<file path="config.mk">
export PLATFORM = sky130hd
export DESIGN_NAME = mem_access
export DESIGN_NICKNAME = d
export VERILOG_FILES = /design/src/rtl/mem_access.sv
export SDC_FILE = /design/constraint.sdc
export NUM_CORES = 1
export LEC_CHECK = 0
export CORE_AREA = 2 2 236 238
export DETAILED_ROUTE_END_ITERATION = 7
export DIE_AREA = 0 0 238 240
export GPL_TIMING_DRIVEN = 0
export HOLD_SLACK_MARGIN = 0.02
export MAX_ROUTING_LAYER = met4
export PLACE_DENSITY = 0.7
export SYNTH_ARGS = -nofsm -noshare
export SYNTH_HDL_FRONTEND = slang
export SYNTH_SLANG_ARGS = --single-unit
export TNS_END_PERCENT = 10
</file>
<file path="constraint.sdc">
create_clock -name clk -period 4.7 [get_ports clk]
set_clock_uncertainty 0.05 [all_clocks]
set_input_delay 0.94 -clock clk [delete_from_list [all_inputs] [get_ports clk]]
set_output_delay 0.94 -clock clk [all_outputs]
set_load 0.005 [all_outputs]
</file>
<file path="src/rtl/mem_access.sv">
// -----------------------------------------------------------------------------
// mem_access : memory-access (MA) pipeline stage.
//
// Sits behind the EX/MA register. Issues loads/stores on a 64-bit valid/ready
// request channel, waits for the one-cycle response pulse, aligns and extends
// load data, and registers the writeback payload into the MA/WB register.
// stall_req freezes upstream (including EX/MA) while a transaction is open, so
// EX/MA advances on the same edge the response is captured.
//
// Ports
//   clk, rst_n        clock, synchronous active-low reset
//   clear             flush MA/WB to a bubble; an open transaction is drained
//   pc_in, rd_in      PC / destination register from EX/MA
//   result_in         ALU result, byte address for memory ops
//   data2_in          store data
//   ld_op, st_op      load / store (both set is treated as a store)
//   mem_size          0=B 1=H 2=W 3=D
//   mem_unsigned      zero-extend load data
//   req_*             bus request channel (valid/ready)
//   rsp_valid/rdata   bus response, one-cycle pulse, full doubleword
//   stall_req         freeze upstream stages
//   misalign_en/addr  misaligned-access trap pulse and faulting address
//   pc_out, rd_out, wb_data_out, valid_out   MA/WB register
// -----------------------------------------------------------------------------
module mem_access #(
   parameter int XLEN = 64
) (
   input  logic            clk,
   input  logic            rst_n,
   input  logic            clear,
   input  logic [XLEN-1:0] pc_in,
   input  logic [4:0]      rd_in,
   input  logic [XLEN-1:0] result_in,
   input  logic [XLEN-1:0] data2_in,
   input  logic            ld_op,
   input  logic            st_op,
   input  logic [1:0]      mem_size,
   input  logic            mem_unsigned,
   output logic            req_valid,
   input  logic            req_ready,
   output logic [XLEN-1:0] req_addr,
   output logic            req_wr,
   output logic [XLEN-1:0] req_wdata,
   output logic [7:0]      req_wmask,
   input  logic            rsp_valid,
   input  logic [XLEN-1:0] rsp_rdata,
   output logic            stall_req,
   output logic            misalign_en,
   output logic [XLEN-1:0] misalign_addr,
   output logic [XLEN-1:0] pc_out,
   output logic [4:0]      rd_out,
   output logic [XLEN-1:0] wb_data_out,
   output logic            valid_out
);

   typedef enum logic [1:0] {IDLE, REQ, WAIT, DRAIN} state_t;

   state_t state_q, state_d;
   logic   kill_q, kill_d;   // clear seen before the request was accepted

   logic       mem_op, misal, issue;
   logic [2:0] off;
   logic [7:0] mask_base, wmask_c;
   logic [XLEN-1:0] wdata_c;

   // Request fields captured at issue so they stay put while REQ waits on
   // ready and so load alignment is known when the response arrives.
   logic [XLEN-1:0] op_addr_q, op_wdata_q, op_pc_q;
   logic [7:0]      op_wmask_q;
   logic [4:0]      op_rd_q;
   logic [1:0]      op_size_q;
   logic            op_wr_q, op_uns_q;

   logic [XLEN-1:0] wb_pc_q, wb_data_q;
   logic [4:0]      wb_rd_q;
   logic            wb_vld_q;

   logic [XLEN-1:0] ld_sh, ld_data;

   assign mem_op = ld_op | st_op;
   assign off    = result_in[2:0];

   always_comb begin
      misal     = 1'b0;
      mask_base = 8'h01;
      case (mem_size)
         2'd0: begin misal = 1'b0;        mask_base = 8'h01; end
         2'd1: begin misal = off[0];      mask_base = 8'h03; end
         2'd2: begin misal = |off[1:0];   mask_base = 8'h0F; end
         default: begin misal = |off;     mask_base = 8'hFF; end
      endcase
   end

   assign wmask_c = mask_base << off;
   assign wdata_c = data2_in << {off, 3'b000};
   assign issue   = (state_q == IDLE) & mem_op & ~misal;

   // ---------------- next state ----------------
   always_comb begin
      state_d = state_q;
      kill_d  = 1'b0;
      case (state_q)
         IDLE: begin
            if (issue) begin
               if (req_ready) state_d = clear ? DRAIN : WAIT;
               else begin
                  state_d = REQ;
                  kill_d  = clear;
               end
            end
         end
         REQ: begin
            kill_d = kill_q | clear;
            if (req_ready) state_d = (kill_q | clear) ? DRAIN : WAIT;
         end
         WAIT: begin
            // A response in the clear cycle still closes the transaction;
            // the clear itself bubbles MA/WB.
            if (rsp_valid)  state_d = IDLE;
            else if (clear) state_d = DRAIN;
         end
         DRAIN: begin
            if (rsp_valid) state_d = IDLE;
         end
         default: state_d = IDLE;
      endcase
   end

   always_ff @(posedge clk) begin
      if (!rst_n) begin
         state_q <= IDLE;
         kill_q  <= 1'b0;
      end else begin
         state_q <= state_d;
         kill_q  <= kill_d;
      end
   end

   always_ff @(posedge clk) begin
      if (!rst_n) begin
         op_addr_q  <= '0;
         op_wdata_q <= '0;
         op_pc_q    <= '0;
         op_wmask_q <= '0;
         op_rd_q    <= '0;
         op_size_q  <= '0;
         op_wr_q    <= 1'b0;
         op_uns_q   <= 1'b0;
      end else if (issue) begin
         op_addr_q  <= result_in;
         op_wdata_q <= wdata_c;
         op_pc_q    <= pc_in;
         op_wmask_q <= wmask_c;
         op_rd_q    <= rd_in;
         op_size_q  <= mem_size;
         op_wr_q    <= st_op;
         op_uns_q   <= mem_unsigned;
      end
   end

   // ---------------- bus / control outputs ----------------
   always_comb begin
      if (state_q == IDLE) begin
         req_addr  = {result_in[XLEN-1:3], 3'b000};
         req_wr    = st_op;
         req_wdata = wdata_c;
         req_wmask = wmask_c;
      end else begin
         req_addr  = {op_addr_q[XLEN-1:3], 3'b000};
         req_wr    = op_wr_q;
         req_wdata = op_wdata_q;
         req_wmask = op_wmask_q;
      end
   end

   assign req_valid     = rst_n & (issue | (state_q == REQ));
   assign stall_req     = rst_n & (issue | (state_q == REQ) |
                          (((state_q == WAIT) | (state_q == DRAIN)) & ~rsp_valid));
   assign misalign_en   = rst_n & (state_q == IDLE) & mem_op & misal;
   assign misalign_addr = result_in;

   // ---------------- load alignment / extension ----------------
   assign ld_sh = rsp_rdata >> {op_addr_q[2:0], 3'b000};

   always_comb begin
      case (op_size_q)
         2'd0:    ld_data = op_uns_q ? {56'd0, ld_sh[7:0]}  : {{56{ld_sh[7]}},  ld_sh[7:0]};
         2'd1:    ld_data = op_uns_q ? {48'd0, ld_sh[15:0]} : {{48{ld_sh[15]}}, ld_sh[15:0]};
         2'd2:    ld_data = op_uns_q ? {32'd0, ld_sh[31:0]} : {{32{ld_sh[31]}}, ld_sh[31:0]};
         default: ld_data = ld_sh;
      endcase
   end

   // ---------------- MA/WB register ----------------
   // Stalled, misaligned and drained cycles write a bubble so writeback sees
   // each instruction exactly once.
   always_ff @(posedge clk) begin
      if (!rst_n) begin
         wb_pc_q   <= '0;
         wb_rd_q   <= '0;
         wb_data_q <= '0;
         wb_vld_q  <= 1'b0;
      end else if (clear) begin
         wb_rd_q  <= '0;
         wb_vld_q <= 1'b0;
      end else if (state_q == IDLE && !mem_op) begin
         wb_pc_q   <= pc_in;
         wb_rd_q   <= rd_in;
         wb_data_q <= result_in;
         wb_vld_q  <= 1'b1;
      end else if (state_q == WAIT && rsp_valid) begin
         wb_pc_q   <= op_pc_q;
         wb_rd_q   <= op_wr_q ? 5'd0 : op_rd_q;
         wb_data_q <= op_wr_q ? op_addr_q : ld_data;
         wb_vld_q  <= 1'b1;
      end else begin
         wb_rd_q  <= '0;
         wb_vld_q <= 1'b0;
      end
   end

   assign pc_out      = wb_pc_q;
   assign rd_out      = wb_rd_q;
   assign wb_data_out = wb_data_q;
   assign valid_out   = wb_vld_q;

endmodule
</file>
==> run_results.csv <==
group,metric,value,unit
floorplan,dieWidth,238,µm
synth,synth_cell_types,68,
timing,rsz0062_at_grt,"false",
floorplan,dieArea,57100,µm²
placement,gp_congestion,1.01,
floorplan,num_rows,86,
floorplan,num_io_pins,609,
setup_path,worstSetupPathType,"in2out",
synth,ys_seq_area_share,35.7,%
timing,finalHoldViolCount,0,
synth,synth-edff-count,0,
clock_network,path_clk_slew,0.06,ns
finish,regArea,6930,µm²
synth,async_reset_ff_share,0,%
synth,synth_seq_cells,346,
clock_network,cts_buffers,40,
synth,synth.cell_area,19400,µm²
synth,avgSynthCellArea,7.54,µm²
drt,wirelength,94400,µm
finish,instances_no_fill,3960,
synth,synthTopCellsByArea,"dfxtp_1, nand2_1, a21oi_1",
drt,wl_per_cell,23.8,µm
placement,dpl.cell_count,3879,
finish,multi_input_area,11000,µm²
finish,fin_util,50.7,%
timing,min_period_over_period,98.5,%
clock_network,cts_buffer_depth,3,
finish,nNetsFinal,3487,
clock_network,htree_levels,2,
clock_network,cts_root_buf,"clkbuf_16",
synth,yosys_warnings,0,
global_routing,grt_first_pass_wirelength,135000,µm
global_routing,grt_pass1_vias,20500,
job,cap_viol_max_count,0,
global_routing,grt_usage,32.5,%
pwr,leakage,9.82,nW
timing,fin_tns_setup,0,ns
setup_path,worstPathRequired,3.71,ns
floorplan,start_util,35.5,%
clock_network,clock_latency,0.57,ns
finish,postLayoutCellArea,27700,µm²
placement,placedInstanceArea,26300,µm²
timing,drv_slew,0,
finish,drive_gt1_share,8.20,%
placement,dpl.hpwl,73800,µm
clock_network,cts.sink_count,346,
drt,drt_first_pass_iters,5,
timing,fmax,216,MHz
setup_path,cp-start-kind,"input port",
floorplan,core,54700,µm²
clock_network,postCtsHoldBufs,0,
drt,via_per_inst,5.61,
pwr,p_per_area,334,nW/µm²
worst_hold_path,hp-class,"reg2reg",
global_routing,grt_max_degree,20,
synth,ys.flop_type,"dfxtp_1",
setup_path,arrival,3.64,ns
finish,syn_to_final_growth,42.8,%
timing,setup_viol,0,
finish,final_cell_mix,"nand2_1, clkdlybuf4s50_1, dfxtp_1",
synth,yosysTopAreaCellShare,35.7,%
global_routing,grt_overflow_total,0,
finish,filler_cell_count,5340,
floorplan,die_h,240,µm
pwr,ir_drop,0.000215,V
setup_path,crit_fanout,10,
synth,syn_inst,2572,
drt,drtIter0Drc,2148,
timing,hold_ws,0.404,ns
global_routing,antenna_found_initial,16,
drt,drc,0,
timing,finalCriticalPeriod,4.63,ns
clock_network,cts_tree,"built",
drt,route.vias.total,22200,
finish,final_common_cell,"nand2_1",
setup_path,end_kind,"output port",
synth,yosysTopAreaCell,"dfxtp_1",
status,outcome,"completed",
placement,portBuffers,601,
timing,tightest_slew,1.12,ns
timing,relSlewSlack,25.2,%
drt,ant_nets,0,
-- Yosys cell counts (44+ instances only) --
cell	n
a211oi_1	51
o21ai_0	100
nand2_1	790
mux2i_1	102
dfxtp_1	346
buf_4	70
a311oi_1	65
a21oi_1	223
mux4_2	44
nor2_1	169
clkbuf_1	162
buf_2	51
-- critical path: stages --
cell and delay (ns):
buf_2 0.31, buf_2 0.38, clkbuf_1 0.45, mux4_2 0.40, mux2i_1 0.41, o21ai_0 0.25, clkdlybuf4s50_1 0.51
-- layer usage --
layer / vias up / track usage, % / routed length [µm]
met1: 10500 / 41.0 / 38400
met2: 1246 / 51.4 / 43300
met4: 0 / 14.3 / 4700
met3: 215 / 5.63 / 8000
li1: 10300 / - / -
met5: - / - / 0
-- final cells by class --
class | count | area share, %
flip-flops and latches | 346 | 25.0
diodes | 14 | 0.126
well taps | 704 | 3.18
inverters | 7 | 0.0949
multi-input cells | 1917 | 39.7
repair buffers | 601 | 21.7
plain buffers | 303 | 5.32
clock buffers | 58 | 4.37
clock inverters | 10 | 0.479
-- power by group --
group          internal (W)  leakage, nW  total [W]  switching (W)
clock network       0.00190        0.665    0.00323        0.00133
logic               0.00120         6.33    0.00273        0.00153
registers           0.00315         2.82    0.00328       0.000137
total               0.00625         9.82    0.00925        0.00300
-- cell families after synthesis --
| group | share of synthesized area, % |
|---|---|
| AND/OR/NAND/NOR | 23.2 |
| AO/OA/AOI/OAI | 21.5 |
| multiplexers | 11.9 |
| buffers and inverters | 7.70 |
| flip-flops | 35.7 |
| other | 0.0193 |
-- repair_timing --
| action | 4_1_cts | 5_1_grt |
|---|---|---|
| setup endpoints to repair | 17 | 4 |
| gates cloned | 0 | 0 |
| buffers inserted | 0 | 0 |
| resized for setup | 8 | 2 |
| pin swaps | 0 | 0 |
-- final timing paths --
kind | from | to | slack (ns) | depth (start not counted)
min | op_pc_q[21] | op_pc_q[21] | 0.40 | 2
min reg2reg | op_pc_q[21] | op_pc_q[21] | 0.40 | 2
max reg2reg | state_q[0] | pc_out[61] | 1.59 | 6
max | result_in[1] | req_wdata[55] | 0.07 | 7
-- metrics by stage --
stage,worst slack [ns],power (W)
4_1_cts,0.0371,0.00925
3_3_place_gp,-0.439,0.00602
5_1_grt,0.0307,0.00960
3_5_place_dp,-0.426,0.00602
2_1_floorplan,1.32,0.00455
6_report,0.0686,0.00925
-- state kept, by name, indices dropped and copies added (netlist names) --
signal,count
wb_data_out,64
op_uns_q,1
op_size_q,2
op_wmask_q,8
op_rd_q,5
state_q,2
rd_out,5
op_wr_q,1
kill_q,1
op_wdata_q,64
pc_out,64
op_addr_q,64
op_pc_q,64
valid_out,1
Note: power is estimated with default switching activity, not from simulation.
